$ cat config.mk
export PLATFORM = sky130hd
export DESIGN_NAME = approx_divider_seq
export DESIGN_NICKNAME = d
export VERILOG_FILES = /design/src/rtl/approx_arith_pkg.sv /design/src/rtl/approx_div_step.sv /design/src/rtl/approx_divider_seq.sv
export SDC_FILE = /design/constraint.sdc
export NUM_CORES = 1
export LEC_CHECK = 0
export BUFFER_PORTS_ARGS = -buffer_cell sky130_fd_sc_hd__buf_2
export CORE_ASPECT_RATIO = 0.9
export CORE_UTILIZATION = 55
export CTS_CLUSTER_SIZE = 25
export DETAILED_ROUTE_END_ITERATION = 7
export GPL_TIMING_DRIVEN = 0
export HOLD_SLACK_MARGIN = 0.05
export PLACE_DENSITY_LB_ADDON = 0.08
export SLEW_MARGIN = 15
export SYNTH_ARGS = -nofsm -noshare
export SYNTH_HDL_FRONTEND = slang
export SYNTH_HIERARCHICAL = 1
export SYNTH_SLANG_ARGS = --single-unit
export TNS_END_PERCENT = 5
$ cat constraint.sdc
create_clock -name clk -period 5 [get_ports clk]
set_clock_uncertainty 0.15 [all_clocks]
set_input_delay 1.25 -clock clk [delete_from_list [all_inputs] [get_ports clk]]
set_output_delay 1.25 -clock clk [all_outputs]
set_load 0.02 [all_outputs]
$ cat src/rtl/approx_arith_pkg.sv
// rtl/approx_arith_pkg.sv - shared types and sizing helpers for the approximate arithmetic family
package approx_arith_pkg;

  typedef enum logic [1:0] {
    ST_IDLE = 2'd0,
    ST_CALC = 2'd1,
    ST_DONE = 2'd2
  } state_e;

  localparam int DEF_N = 8;
  localparam int DEF_K = 4;

  // Counter must hold 0..K; guard K<1 so a bad parameter still elaborates.
  function automatic int step_cnt_w(input int k);
    return (k < 1) ? 1 : $clog2(k + 1);
  endfunction

  // Quotient bit just below the exact MSBs; 0 when K==N (then unused).
  function automatic int comp_bit_idx(input int n, input int k);
    return (k < n) ? (n - k - 1) : 0;
  endfunction

  localparam int DEF_COMP_IDX = comp_bit_idx(DEF_N, DEF_K);

endpackage

$ cat src/rtl/approx_div_step.sv
// rtl/approx_div_step.sv - one restoring-division iteration: shift in a bit, compare, subtract
module approx_div_step #(
  parameter int N = 8
) (
  input  logic [N-1:0] i_rem,
  input  logic         i_bit,
  input  logic [N-1:0] i_divisor,
  output logic [N-1:0] o_rem,
  output logic         o_qbit
);

  logic [N:0] w_shifted;
  logic [N:0] w_diff;

  // Incoming rem is always < divisor, so the N+1-bit shifted value never wraps
  // and the restored/subtracted result always fits back into N bits.
  assign w_shifted = {i_rem, i_bit};
  assign w_diff    = w_shifted - {1'b0, i_divisor};
  assign o_qbit    = (w_shifted >= {1'b0, i_divisor});
  assign o_rem     = o_qbit ? w_diff[N-1:0] : w_shifted[N-1:0];

endmodule

$ cat src/rtl/approx_divider_seq.sv
// rtl/approx_divider_seq.sv - iterative approximate divider, top K quotient bits exact (DIV_ERR_COMP_EN adds midpoint bit)
module approx_divider_seq
  import approx_arith_pkg::*;
#(
  parameter int N = DEF_N,
  parameter int K = DEF_K
) (
  input  logic           clk,
  input  logic           rst_n,
  input  logic           in_valid,
  output logic           in_ready,
  input  logic [2*N-1:0] dividend,
  input  logic [N-1:0]   divisor,
  output logic           out_valid,
  input  logic           out_ready,
  output logic [N-1:0]   quotient,
  output logic [N-1:0]   remainder,
  output logic           div_by_zero,
  output logic           overflow
);

  localparam int CW = step_cnt_w(K);
  localparam int SH = N - K;
  localparam int CI = comp_bit_idx(N, K);
`ifdef DIV_ERR_COMP_EN
  localparam logic [N-1:0] COMP_MASK = (K < N) ? (N'(1) << CI) : '0;
`else
  localparam logic [N-1:0] COMP_MASK = '0;
`endif

  state_e         r_state;
  state_e         w_state_next;
  logic [N-1:0]   r_rem;
  logic [N-1:0]   r_shift;
  logic [N-1:0]   r_div;
  logic [N-1:0]   r_qacc;
  logic [CW-1:0]  r_cnt;
  logic [N-1:0]   r_quot;
  logic [N-1:0]   r_remout;
  logic           r_dbz;
  logic           r_ovf;

  logic           w_accept;
  logic           w_zero;
  logic           w_ovf;
  logic           w_last;
  logic [N-1:0]   w_step_rem;
  logic           w_qbit;
  logic [N-1:0]   w_qacc_next;
  logic [N-1:0]   w_quot_final;

  approx_div_step #(.N(N)) u_step (
    .i_rem     (r_rem),
    .i_bit     (r_shift[N-1]),
    .i_divisor (r_div),
    .o_rem     (w_step_rem),
    .o_qbit    (w_qbit)
  );

  assign w_accept     = (r_state == ST_IDLE) && in_valid;
  assign w_zero       = (divisor == '0);
  assign w_ovf        = (dividend[2*N-1:N] >= divisor);
  assign w_last       = (r_cnt == CW'(K - 1));
  assign w_qacc_next  = (r_qacc << 1) | N'(w_qbit);
  assign w_quot_final = (w_qacc_next << SH) | COMP_MASK;

  always_ff @(posedge clk or negedge rst_n) begin
    if (!rst_n) begin
      r_state <= ST_IDLE;
    end else begin
      r_state <= w_state_next;
    end
  end

  always_comb begin
    w_state_next = r_state;
    in_ready     = 1'b0;
    out_valid    = 1'b0;
    case (r_state)
      ST_IDLE: begin
        in_ready = 1'b1;
        if (in_valid) begin
          w_state_next = (w_zero || w_ovf) ? ST_DONE : ST_CALC;
        end
      end
      ST_CALC: begin
        if (w_last) begin
          w_state_next = ST_DONE;
        end
      end
      ST_DONE: begin
        out_valid = 1'b1;
        if (out_ready) begin
          w_state_next = ST_IDLE;
        end
      end
      default: w_state_next = ST_IDLE;
    endcase
  end

  always_ff @(posedge clk or negedge rst_n) begin
    if (!rst_n) begin
      r_rem    <= '0;
      r_shift  <= '0;
      r_div    <= '0;
      r_qacc   <= '0;
      r_cnt    <= '0;
      r_quot   <= '0;
      r_remout <= '0;
      r_dbz    <= 1'b0;
      r_ovf    <= 1'b0;
    end else if (w_accept) begin
      r_rem    <= dividend[2*N-1:N];
      r_shift  <= dividend[N-1:0];
      r_div    <= divisor;
      r_qacc   <= '0;
      r_cnt    <= '0;
      r_remout <= '0;
      r_dbz    <= w_zero;
      r_ovf    <= !w_zero && w_ovf;
      r_quot   <= (w_zero || w_ovf) ? '1 : '0;
    end else if (r_state == ST_CALC) begin
      r_rem   <= w_step_rem;
      r_shift <= r_shift << 1;
      r_qacc  <= w_qacc_next;
      r_cnt   <= r_cnt + CW'(1);
      if (w_last) begin
        r_quot   <= w_quot_final;
        r_remout <= w_step_rem;
      end
    end
  end

  assign quotient    = r_quot;
  assign remainder   = r_remout;
  assign div_by_zero = r_dbz;
  assign overflow    = r_ovf;

endmodule

==> flow_metrics.py <==
metrics = {
    "power_and_ir_drop": {
        "p_comb_frac": 0.582,
        "power_switching_share": 0.450,
        "p_total_mw": 2.32,
        "p_switching_mw": 1.04,
        "p_leak_nw": 1.56,
        "seqPwrFrac": 0.291,
        "ir_drop_v": 0.000398,
        "power_density_nw_per_um2": 754,
        "intPower_mw": 1.28,
        "power.share.clock": 0.127,
    },
    "cts": {
        "cts_resized": 0,
        "cts_tree": "built",
        "cts_buffers": 5,
        "h-tree-depth": 2,
        "clock_latency_ps": 310,
        "holdBufCountCts": 0,
        "clk_pin_slew_ps": 90,
        "clkSinkCount": 47,
        "cts_setup_buffers": 0,
        "clockBufferDepth": 2,
        "cts-root-buf": "clkbuf_8",
    },
    "critical_path": {
        "cp.arrival_ps": 2960,
        "start_kind": "primary input",
        "r2r-start": "r_shift[7]$_DFFE_PN0P_",
        "crit_required_ps": 5090,
        "crit_start": "dividend[8]",
        "end_kind": "flop",
        "crit_type": "primary input to flop",
        "r2r_cells": 10,
        "cp_max_fo": 6,
    },
    "logic_synthesis": {
        "synthesis.nets": 334,
        "synth_ff_type": "dfrtp_1",
        "ys_top_cells_by_area": "dfrtp_1, nand2_1, ha_1",
        "synth_common_cells": "nand2_1, dfrtp_1, inv_1",
        "yosysTopAreaCell": "dfrtp_1",
        "synth_top_area_frac": 0.445,
        "synth_seq_cells": 47,
        "yosysMostFrequentCell": "nand2_1",
        "yosys_warnings": 6,
        "synth-seq-area-share": 0.445,
        "synth_area_per_cell_um2": 9.21,
        "synth_cell_type_count": 43,
        "syn_inst": 287,
        "syn-cell-area_um2": 2640,
        "async_reset_ff_frac": 1.00,
        "synth_edf_count": 0,
    },
    "sta": {
        "layout_min_cycle_time_ps": 2880,
        "drv_slew": 0,
        "slew_headroom": 0.566,
        "setup_viol": 0,
        "fmax_mhz": 348,
        "layout_setup_ws_ps": 2120,
        "rsz0062_at_grt": "no",
        "fin_crit_sh": 0.575,
        "hold_slack_ps": 337,
        "tightest_slew_ps": 648,
        "final-hold-violation-count": 0,
        "setup_tns_ps": 0,
    },
    "routing": {
        "viasPerCell": 5.45,
        "drc_errors": 0,
        "wl_per_cell_um": 15.3,
        "totalWireLength_um": 6160,
        "dr.first_iter.drc_count": 208,
        "postRouteAntennaNets": 0,
        "first_pass_iters": 4,
        "vias": 2200,
    },
    "cells_and_area": {
        "final_util": 0.676,
        "fin_nets": 388,
        "fillers": 401,
        "design_area_um2": 3080,
        "area_growth_pct": 16.4,
        "drive_gt1_frac": 0.208,
        "fin_cells": 404,
        "antenna_cells": 0,
    },
    "floorplanning": {
        "start_util": 0.581,
        "die_h_um": 67.8,
        "fp-row-count": 23,
        "die_area_um2": 5090,
        "core_area_um2": 4550,
        "ios": 48,
        "die_width_um": 75.1,
    },
    "place": {
        "place_inst": 396,
        "hpwlAfterDp_um": 4540,
        "port_buffers": 47,
        "gp_congestion": 0.800,
        "place_area_um2": 2960,
        "post-place-ws_ps": 1850,
    },
    "hold_path": {
        "hold_path_class": "flop to flop",
        "holdPathStages": 2,
        "min-delay-start": "r_shift[6]$_DFFE_PN0P_",
    },
    "grt": {
        "grt_pass1_vias": 2040,
        "grt_max_degree": 48,
        "grt_first_pass_wirelength_um": 9860,
        "antenna_found_initial": 0,
        "grt_usage": 0.271,
        "grt_overflow": 0,
    },
    "run_status": {
        "status": "complete, no violations",
    },
    "flow_run": {
        "maxCapViolCount": 0,
    },
}
[critical path, cell delays in order]
cell,delay [ps]
buf_2,80
inv_1,40
ha_1,280
nand2b_1,160
a2111o_1,450
a311oi_2,520
o21bai_1,190
[logic make-up (layout without fill, tap and decap cells)]
group / Yosys count / after routing / share of synthesized area
simple gates: 102 / 102 / 0.170
compound gates: 71 / 71 / 0.189
flops: 47 / 47 / 0.445
buf+inv: 36 / 91 / 0.0563
fa+ha+maj: 19 / 19 / 0.0928
mux: 9 / 9 / 0.0365
xor+xnor: 3 / 3 / 0.00994
[final timing paths]
check	slack [ps]	endpoint
max	2120	r_state[0]$_DFFE_PN0P_
min	340	r_shift[6]$_DFFE_PN0P_
max reg2reg	2410	r_rem[6]$_DFFE_PN0P_
min reg2reg	340	r_shift[6]$_DFFE_PN0P_
max in group asynchronous	3500	r_qacc[1]$_DFFE_PN0P_
min in group asynchronous	790	remainder[5]$_DFFE_PN0P_
[placed cells by master (no fill, tap or decap), drive strengths merged, types with 2 or more instances in the layout]
| master | n |
|---|---|
| mux2 | 5 |
| a31oi | 6 |
| or4 | 2 |
| clkbuf | 14 |
| ha | 18 |
| mux2i | 4 |
| o21a | 2 |
| dfrtp | 47 |
| buf | 52 |
| nand2 | 66 |
| o21bai | 3 |
| inv | 23 |
| a21oi | 9 |
| a22oi | 13 |
| nand3 | 4 |
| xnor2 | 3 |
| nor3b | 2 |
| nand2b | 4 |
| nor3 | 3 |
| nor2b | 4 |
| a22o | 7 |
| nor2 | 12 |
| a21o | 2 |
| o21ai | 21 |
| o31ai | 2 |
[flip-flops by register name, summed over array words and instances (netlist names)]
register	flops
overflow	1
div_by_zero	1
r_shift	8
r_cnt	3
r_rem	8
remainder	8
r_state	2
r_qacc	3
quotient	5
r_div	8
[area by class of cell]
cell class	count	area [um^2]	share of cell area
Clock inverter	2	35.0	0.0114
Buffer	13	62.6	0.0203
Sequential cell	47	1180	0.382
Timing Repair Buffer	47	238	0.0773
Clock buffer	6	82.6	0.0269
Inverter	23	86.3	0.0281
Tap cell	62	77.6	0.0252
Multi-Input combinational cell	204	1320	0.428
[power by group through the flow]
| stage | logic (mW) | registers [mW] | clock network [mW] |
|---|---|---|---|
| after global placement | 1.30 | 0.676 | 0 |
| after floorplan | 0.966 | 0.719 | 0 |
| after detailed placement | 1.34 | 0.679 | 0 |
| after global routing | 1.50 | 0.698 | 0.312 |
| final | 1.35 | 0.674 | 0.295 |
| after CTS | 1.34 | 0.673 | 0.300 |
[per-layer routing]
metal	up-vias	GRT usage	wire length, um
met5	-	0	0
met4	0	0.0825	68
met3	6	0.0701	357
met2	70	0.399	2740
met1	1017	0.389	3000
li1	1107	-	-
Power figures use the tool's default switching activity.
